===== src/rtl/iq_oldest_ready_select.sv =====
// Oldest-ready selector for the FIFO dequeue side, feeding a 2-entry skid
// buffer towards the issue stage. Selection is combinational; the skid buffer
// isolates the FIFO handshake from downstream issue_ready.
module iq_oldest_ready_select #(
  parameter int N_ENTRIES       = 8,
  parameter int ENTRY_WIDTH     = 32,
  parameter int READY_BIT       = 0,
  parameter int CTR_WIDTH       = $clog2(N_ENTRIES) + 1,
  parameter int ISSUE_CNT_WIDTH = 16
) (
  input  logic                             clk,
  input  logic                             rst_aL,
  input  logic                             flush,
  input  logic [CTR_WIDTH-1:0]             entry_count,
  input  logic [N_ENTRIES*ENTRY_WIDTH-1:0] entry_douts,
  input  logic                             deq_valid,
  input  logic [ENTRY_WIDTH-1:0]           deq_data,
  output logic                             deq_ready,
  output logic [N_ENTRIES-1:0]             deq_sel_onehot,
  output logic                             issue_valid,
  output logic [ENTRY_WIDTH-1:0]           issue_data,
  input  logic                             issue_ready,
  output logic [ISSUE_CNT_WIDTH-1:0]       issue_count,
  output logic [1:0]                       occupancy
);

  logic [N_ENTRIES-1:0]   cand;
  logic [ENTRY_WIDTH-1:0] slot0;
  logic [ENTRY_WIDTH-1:0] slot1;
  logic                   push;
  logic                   pop;
  logic                   unused_entry_bits;

  // Only the ready bit of each entry matters here; the payload arrives on deq_data.
  assign unused_entry_bits = ^entry_douts;

  // Candidate vector: valid entry (index below entry_count) with ready bit set.
  always_comb begin
    cand = '0;
    for (int unsigned i = 0; i < N_ENTRIES; i++) begin
      cand[i] = (CTR_WIDTH'(i) < entry_count) && entry_douts[i*ENTRY_WIDTH + READY_BIT];
    end
  end

  // Lowest set bit of cand is the oldest ready entry (two's-complement isolate).
  assign deq_sel_onehot = cand & (~cand + N_ENTRIES'(1));

  // Handshake uses only registered occupancy, flush and entry inputs.
  assign deq_ready   = rst_aL && (|cand) && (occupancy != 2'd2) && !flush;
  assign push        = deq_valid && deq_ready;
  assign issue_valid = (occupancy != 2'd0);
  assign issue_data  = slot0;
  assign pop         = issue_valid && issue_ready;

  // Skid buffer: slot0 is the head, slot1 is only occupied at fill level 2.
  always_ff @(posedge clk or negedge rst_aL) begin
    if (!rst_aL) begin
      occupancy <= 2'd0;
      slot0     <= '0;
      slot1     <= '0;
    end else if (flush) begin
      occupancy <= 2'd0;
      slot0     <= '0;
      slot1     <= '0;
    end else begin
      unique case ({push, pop})
        2'b10: begin
          if (occupancy == 2'd0) slot0 <= deq_data;
          else                   slot1 <= deq_data;
          occupancy <= occupancy + 2'd1;
        end
        2'b01: begin
          slot0     <= slot1;
          slot1     <= '0;
          occupancy <= occupancy - 2'd1;
        end
        // Push only happens below level 2 and pop needs level >= 1, so the
        // simultaneous case is always level 1: the new entry replaces the head.
        2'b11: slot0 <= deq_data;
        default: ;
      endcase
    end
  end

  // Issued-entry counter; pops during a flush cycle still count.
  always_ff @(posedge clk or negedge rst_aL) begin
    if (!rst_aL) begin
      issue_count <= '0;
    end else if (pop) begin
      issue_count <= issue_count + ISSUE_CNT_WIDTH'(1);
    end
  end

endmodule


===== config.mk =====
export PLATFORM = sky130hd
export DESIGN_NAME = iq_oldest_ready_select
export DESIGN_NICKNAME = d
export VERILOG_FILES = /design/src/rtl/iq_oldest_ready_select.sv
export SDC_FILE = /design/constraint.sdc
export NUM_CORES = 1
export LEC_CHECK = 0
export ABC_CLOCK_PERIOD_IN_PS = 4450
export BUFFER_PORTS_ARGS = -buffer_cell sky130_fd_sc_hd__buf_2
export CAP_MARGIN = 5
export CORE_AREA = 2 2 137 139
export DETAILED_ROUTE_END_ITERATION = 16
export DIE_AREA = 0 0 139 141
export GPL_ROUTABILITY_DRIVEN = 0
export HOLD_SLACK_MARGIN = 0.12
export PLACE_DENSITY_LB_ADDON = 0.1
export SYNTH_ARGS = -nofsm -noshare
export SYNTH_HDL_FRONTEND = slang
export SYNTH_SLANG_ARGS = --single-unit

===== constraint.sdc =====
create_clock -name clk -period 4.45 [get_ports clk]
set_clock_uncertainty 0.1 [all_clocks]
set_input_delay 0.445 -clock clk [delete_from_list [all_inputs] [get_ports clk]]
set_output_delay 0.445 -clock clk [all_outputs]
set_load 0.1 [all_outputs]

==> implementation parameters, run 1 <==
Parameter                              Value

Power and ir drop
  Power density over cell area    465 mW/mm^2
  Portion of total power attributed to combinational logic    a little under a third
  Sw power    0.000986 W
  Maximum vdd drop    about 0.00028 V
  Switch share    40.5%
  Clock share of power    between 30% and 40%
  Reg power frac    35.1%
  Internal power summed over all cells    approximately 0.0014 W
  Static leakage    2.52 nW

Timing
  Post-route setup slack    1.30 ns
  Final hold violation count    0
  Max Transition Viols Final    0
  Rel. slew slack    a little over a fifth
  Final period utilization    70.7%
  RSZ-0062 raised after global routing    false
  Number of failing setup endpoints in the final timing report    0
  Post-route setup TNS    0 ns
  Transition at the pin with the smallest max-transition slack    1.18 ns
  Min cycle time layout    3.15 ns
  Fmax    between 300 and 400 MHz

Floorplanning
  Count of standard-cell rows    50
  Starting utilization of the core area    roughly 23%
  Die outline area    0.0196 mm^2
  Area inside the core boundary    ~0.018 mm^2
  Top-Level Pins    357
  Die Ht    roughly 140 um
  Width of the chip    139 um

Synth
  Number of enable-type register cells in the synthesized netlist    0
  Number of different library cells in the post-synthesis netlist    47
  Number of synthesized register bits    82
  Synthesized instance count    about 350
  Fraction of synthesis flops using an asynchronous set or reset pin    100%
  Syn Std Cell Area    0.00415 mm^2
  Mean area per synthesized cell    12.0 um^2
  Number of warning messages in the yosys log    0
  Most instantiated flip-flop cell in the synthesis netlist    sky130_fd_sc_hd__dfrtp_1
  Post-Syn Nets    643
  Sequential area share after synthesis    49.4%

Global route
  Global route total overflow    0
  Pin count of the biggest net entering global routing    53
  Global routing usage summed across all routing layers    around 15%
  Number of global-route vias before repair    3,421
  Wire length of the first global-routing pass    21,600 um
  Antenna violations before repair    0

Clock network
  Number of cells upsized or downsized after cts    0
  Insertion delay of the later-clocked pin in the worst-skew pair    about 0.35 ns
  Number of buffers inserted during clock tree synthesis    9
  Clock tree root buffer cell    sky130_fd_sc_hd__clkbuf_16
  Clock-pin slew reported for the worst setup and hold paths after clock tree synthesis    about 0.06 ns
  Number of sinks driven by the clock tree    around 80
  Deepest level of the CTS H-tree    3
  TritonCTS clock tree    built
  Clock Path Buffers    2

Critical path
  Type of origin of the critical path    primary input
  Reg2Reg Depth    6
  Slowest CP cell    sky130_fd_sc_hd__dlygate4sd3_1
  Cell family with most CP delay    buffers and inverters
  Biggest fanout along the worst timing path    21
  Cell with the most instances on the worst path    sky130_fd_sc_hd__buf_4
  CP endpoint kind    flop
  Largest stage delay on the critical path    0.56 ns
  Series of cell instances along the critical path    dlygate4sd3_1, buf_4, nor2b_1, nand3_1, a31o_2, o22ai_2, buf_4, a22o_1
  Flop2flop setup slack    roughly 1.8 ns
  Worst setup path category    primary input to flop
  Launch point of the worst reg-to-reg path    occupancy[0]
  CP arrival    3.33 ns
  Endpoint of the worst-slack reg-to-reg timing path    slot1[26]
  Count of buffer and inverter cells on the critical path    3
  Data required, critical path    about 4.6 ns

Route
  DRC violation total after the first TritonRoute iteration    228
  Via count normalized by instance count    5.09
  Length of the first detailed-routing pass in iterations    4
  Remaining number of nets flagged by the antenna check after routing    0
  Final wirelength    14,100 um
  Via total after detailed routing    between 3,000 and 4,000
  Post-route DRC    0
  Mean routed wirelength per cell    between 20 and 25 um

Cells and area
  Number of antenna repair diodes    0
  Fill cell count    1,941
  Proportion of layout cells with a drive suffix above 1    33.0%
  Layout overhead on the synthesized area    26.1%
  Number of nets in the layout    ~740

Run status
  Result of the run    finished, final reports clean

Worst hold path
  Hold Path Class    primary input to flop
  Hold wc startpoint    flush
  Terminating pin of the worst hold path    occupancy[1]
  Hold-critical path depth    2

Placement
  Half-perimeter wire length after detailed placement    9070 um
  Port bufs    around 110
  Worst slack at placement    1.48 ns

Flow run
  Number of max-cap violations    0
[area by class of cell]
type                            count  area (um^2)  area share, %
Clock buffer                        9          225           4.30
Clock inverter                      7          100           1.91
Inverter                            4         15.0          0.287
Multi-Input combinational cell    229         1940           37.0
Sequential cell                    82         2050           39.2
Tap cell                          234          293           5.59
Timing Repair Buffer              117          613           11.7
[cell usage in the layout (no fill, tap or decap), types with 2 or more instances in the layout]
master,netlist,final
sky130_fd_sc_hd__or3_1,2,2
sky130_fd_sc_hd__nor4b_2,0,2
sky130_fd_sc_hd__xnor2_1,10,10
sky130_fd_sc_hd__nor3_1,3,3
sky130_fd_sc_hd__buf_4,3,9
sky130_fd_sc_hd__inv_1,4,4
sky130_fd_sc_hd__and4_1,3,3
sky130_fd_sc_hd__nor3b_1,2,2
sky130_fd_sc_hd__a22o_1,95,95
sky130_fd_sc_hd__nor2b_1,2,2
sky130_fd_sc_hd__inv_6,0,3
sky130_fd_sc_hd__nand2_1,15,15
sky130_fd_sc_hd__and3_1,4,4
sky130_fd_sc_hd__nand3_1,9,9
sky130_fd_sc_hd__bufinv_16,0,2
sky130_fd_sc_hd__o21ai_0,5,4
sky130_fd_sc_hd__a31oi_4,1,2
sky130_fd_sc_hd__o22ai_2,2,2
sky130_fd_sc_hd__a31oi_1,4,3
sky130_fd_sc_hd__o21a_1,2,2
sky130_fd_sc_hd__clkbuf_16,0,9
sky130_fd_sc_hd__buf_2,8,107
sky130_fd_sc_hd__nor2_1,9,8
sky130_fd_sc_hd__a221o_1,32,32
sky130_fd_sc_hd__dfrtp_1,82,82
sky130_fd_sc_hd__xor2_1,5,5
[synthesized netlist by cell type (all sizes together), types with 5 or more instances]
master,instances,area [um^2]
nor2,9,33.8
nand3,9,45.0
a221o,32,320
a31oi,5,46.3
clkbuf,7,26.3
o21ai,5,25.0
xnor2,10,87.6
nand2,15,56.3
dfrtp,82,2050
a22o,95,832
buf,23,175
xor2,5,43.8
[kinds of logic after synthesis]
kind of cell,Yosys count,share of synthesized area [%]
AO/OA/AOI/OAI,156,34.5
XOR/XNOR,15,3.16
adder cells (fa/ha/maj),1,0.301
buffers and inverters,34,5.21
flip-flops,82,49.4
AND/OR/NAND/NOR,57,7.35
[sequential cells by signal (all words and copies together) (netlist names)]
signal       flops
issue_data      32
issue_count     16
occupancy        2
slot1           32
[power by group through the flow]
stage                     logic [W]  registers (W)  clock network [W]
after floorplan            0.000205        0.00123                  0
after global placement     0.000753       0.000866                  0
after detailed placement   0.000753       0.000867                  0
after CTS                  0.000756       0.000854           0.000864
after global routing       0.000785       0.000862           0.000905
final                      0.000748       0.000854           0.000834
[how the worst max path moves through the flow]
stage / start / endpoint / cells after the start
floorplan: entry_count[1] / deq_sel_onehot[5] / 5
global placement: entry_count[3] / slot1[22] / 7
detailed placement: entry_count[3] / slot1[20] / 7
CTS: rst_aL / slot1[26] / 8
global route: rst_aL / slot1[19] / 8
finish: rst_aL / slot1[26] / 8
[routing by layer]
metal  vias to the layer above  routed length (um)  GRT usage (%)
li1                       1603                   -              -
met1                      1757                6800           20.1
met2                        94                6170           21.3
met3                        14                 879           4.42
met4                         0                 245           5.53
met5                         -                   0              0
[metrics by stage]
stage               power (W)  area [um^2]  std cells  util, %  hold slack [ns]
floorplan             0.00144         4170        345        -           0.0494
global placement      0.00162         4900        665     26.8            0.359
detailed placement    0.00162         4900        665     26.8            0.362
CTS                   0.00247         5240        682     28.7            0.224
global route          0.00255         5240        682     28.7            0.234
finish                0.00244         5240        682     28.7            0.237
[worst reg2reg max path, delay by kind of cell (launching register included)]
| family | cells | cell delay [ns] |
|---|---|---|
| compound gates | 3 | 1.12 |
| simple gates | 2 | 0.42 |
| flops | 1 | 0.57 |
| buf+inv | 1 | 0.42 |
[repair_timing]
action / 4_1_cts / 5_1_grt
endpoints found under the hold margin: 30 / 0
buffers inserted: 0 / 0
hold buffers: 1 / 0
Note: power is estimated with default switching activity, not from simulation.
==> run 2: changes to the inputs <==
--- a/config.mk
+++ b/config.mk
@@ -5,7 +5,7 @@
 export SDC_FILE = /design/constraint.sdc
 export NUM_CORES = 1
 export LEC_CHECK = 0
-export ABC_CLOCK_PERIOD_IN_PS = 4450
+export ABC_CLOCK_PERIOD_IN_PS = 2750
 export BUFFER_PORTS_ARGS = -buffer_cell sky130_fd_sc_hd__buf_2
 export CAP_MARGIN = 5
 export CORE_AREA = 2 2 137 139
==> constraint.sdc (replaced) <==
create_clock -name clk -period 2.75 [get_ports clk]
set_clock_uncertainty 0.1 [all_clocks]
set_input_delay 0.275 -clock clk [delete_from_list [all_inputs] [get_ports clk]]
set_output_delay 0.275 -clock clk [all_outputs]
set_load 0.1 [all_outputs]
==> run 2 against run 1 <==
Effect of this change:
- first-iteration DRC count fell by 25%
- routed wire length rose by 1.6%
- die area did not move
- worst hold slack got worse by 0.12 ns
==> implementation parameters, run 2 (synthesis gave the netlist of run 1 again) <==
Parameter                              Value

Floorplanning
  Width of the chip    139 um (unchanged)
  Count of standard-cell rows    50 (unchanged)
  Top-Level Pins    357 (unchanged)
  Die outline area    0.0196 mm^2 (unchanged)
  Area inside the core boundary    0.0183 mm^2 (unchanged)
  Die Ht    141 um (unchanged)
  Starting utilization of the core area    22.7% (unchanged)

Cells and area
  Number of nets in the layout    781 (+5.4%)
  Finished Layout Cells    722 (+5.9%)
  Layout overhead on the synthesized area    36.4%
  Area occupied by multi-input gates    0.00196 mm^2 (+0.97%)
  Most common cell after layout, fill and taps aside    sky130_fd_sc_hd__buf_2
  Number of antenna repair diodes    0 (unchanged)
  Fill cell count    1,918 (-1.2%)
  Most frequent cells in the layout    sky130_fd_sc_hd__buf_2 (105), sky130_fd_sc_hd__a22o_1 (95), sky130_fd_sc_hd__dfrtp_1 (81)
  Final instance area    0.00566 mm^2 (+8.2%)
  FF/Latch Area    0.00205 mm^2 (about the same)
  Core occupancy in the finished layout    31.0% (+2.3 points)
  Proportion of layout cells with a drive suffix above 1    32.6% (-0.45 points)

Timing
  Rel. slew slack    21.1% (-0.46 points)
  Max Transition Viols Final    0 (unchanged)
  Fmax    382 MHz
  Final hold violation count    0 (unchanged)
  Min cycle time layout    2.62 ns
  RSZ-0062 raised after global routing    false
  Worst hold slack    0.119 ns (-0.118 ns)
  Number of failing setup endpoints in the final timing report    0 (unchanged)
  Final period utilization    between 90% and 100%
  Transition at the pin with the smallest max-transition slack    1.18 ns (+0.00688 ns)
  Post-route setup slack    0.135 ns (-1.17 ns)

Critical path
  Count of buffer and inverter cells on the critical path    3 (unchanged)
  Worst setup path category    primary input to flop
  Data required, critical path    2.88 ns (-1.75 ns)
  Biggest fanout along the worst timing path    21 (unchanged)
  Series of cell instances along the critical path    dlygate4sd3_1, buf_4, nor2b_1, nand3_1, a311oi_2, o22ai_2, buf_4, a22o_1
  CP arrival    2.74 ns (-0.59 ns)
  Reg2Reg Depth    5 (-1)
  CP endpoint kind    flop
  Type of origin of the critical path    primary input
  Cell with the most instances on the worst path    sky130_fd_sc_hd__buf_4
  Largest stage delay on the critical path    0.54 ns (-0.02 ns)
  Cell family with most CP delay    buffers and inverters
  Number of cells on the critical path    8 (unchanged)
  Slowest CP cell    sky130_fd_sc_hd__dlygate4sd3_1

Power and ir drop
  Reg power frac    34.9% (-0.2 points)
  Power density over cell area    697 mW/mm^2 (+50%)
  Static leakage    2.70 nW (+7.3%)
  Portion of total power attributed to combinational logic    32.2% (+1.5 points)
  Sw power    0.00160 W (+62%)
  Switch share    40.5% (about the same)
  Maximum vdd drop    0.000378 V (+35%)
  Internal power summed over all cells    0.00235 W (+62%)
  Clock share of power    32.9% (-1.3 points)

Route
  Via total after detailed routing    3,659 (+5.5%)
  DRC violation total after the first TritonRoute iteration    171 (-25%)
  Via count normalized by instance count    5.07 (-0.34%)
  Mean routed wirelength per cell    19.8 um (-4.1%)
  Post-route DRC    0 (unchanged)
  Final wirelength    14,300 um (+1.6%)
  Remaining number of nets flagged by the antenna check after routing    0 (unchanged)
  Length of the first detailed-routing pass in iterations    4 (unchanged)

Clock network
  Insertion delay of the later-clocked pin in the worst-skew pair    0.34 ns (about the same)
  Clock Path Buffers    2 (unchanged)
  Deepest level of the CTS H-tree    3 (unchanged)
  Clock-pin slew reported for the worst setup and hold paths after clock tree synthesis    0.06 ns (about the same)
  TritonCTS clock tree    built
  Number of sinks driven by the clock tree    82 (unchanged)
  Number of buffers inserted during clock tree synthesis    9 (unchanged)
  Number of buffers inserted by post-CTS setup repair    0 (unchanged)
  Clock tree root buffer cell    sky130_fd_sc_hd__clkbuf_16

Placement
  Instance count after placement with tap cells included    674 (+1.4%)
  Area post-placement    0.00503 mm^2 (+2.6%)
  Worst slack at placement    0.273 ns (-1.20 ns)
  Half-perimeter wire length after detailed placement    9380 um (+3.4%)
  Port bufs    108 (unchanged)

Flow run
  Number of max-cap violations    0 (unchanged)

Worst hold path
  Hold-critical path depth    2 (unchanged)
  Hold Path Class    primary input to flop

Global route
  Antenna violations before repair    0 (unchanged)
  Global routing usage summed across all routing layers    14.9% (+0.36 points)
  Number of global-route vias before repair    3,719 (+8.7%)
  Wire length of the first global-routing pass    22,400 um (+3.5%)
  Global route total overflow    0 (unchanged)
  Pin count of the biggest net entering global routing    65 (+23%)

Run status
  Result of the run    finished, final reports clean
[run 2: cell type report]
type / count / area share (%)
Inverter: 4 / 0.265
Clock inverter: 4 / 0.994
Sequential cell: 82 / 36.3
Multi-Input combinational cell: 229 / 34.5
Timing Repair Buffer: 157 / 18.3
Tap cell: 234 / 5.17
Clock buffer: 12 / 4.53
[run 2: power groups by stage]
stage / Combinational (W) / Clock, W / Sequential [W]
after floorplan: 0.000334 / 0 / 0.00199
after global placement: 0.00124 / 0 / 0.00140
after detailed placement: 0.00124 / 0 / 0.00140
after CTS: 0.00128 / 0.00133 / 0.00138
after global routing: 0.00133 / 0.00139 / 0.00139
final: 0.00127 / 0.00130 / 0.00138
[run 2: path summary, 6_finish.rpt]
path                                 startpoint              end  slack (ns)
worst max-delay path                     rst_aL         slot1[6]        0.13
worst min-delay path               deq_data[27]        slot1[27]        0.12
worst max register to register     occupancy[1]    issue_data[0]        0.32
worst min register to register  issue_count[13]  issue_count[13]        0.39
max in group asynchronous                rst_aL     occupancy[0]        0.98
min in group asynchronous                rst_aL   issue_data[11]        0.41
[run 2: worst reg2reg max path: cells and delay by family (launching register included)]
| kind | cells | cell delay, ns |
|---|---|---|
| flip-flops | 1 | 0.51 |
| AO/OA/AOI/OAI | 5 | 1.76 |
[run 2: metrics by stage]
step / total power (W) / setup TNS, ns
after CTS: 0.00399 / 0
final: 0.00395 / 0
after global routing: 0.00411 / 0
after floorplan: 0.00233 / -1.78
after detailed placement: 0.00264 / 0
after global placement: 0.00264 / 0
[run 2: what timing repair did]
action / in CTS / in global routing
endpoints found under the hold margin: 49 / 0
hold buffers: 32 / 0
resized for setup: 0 / 1
endpoints found under the setup margin: 0 / 1
[run 2: per-layer routing]
layer	up-vias	part of all wire (%)	track usage, %
met3	11	9.5	5.88
met2	120	44	22.0
li1	1672	-	-
met5	-	0	0
met4	0	0.92	4.31
met1	1856	45	20.2
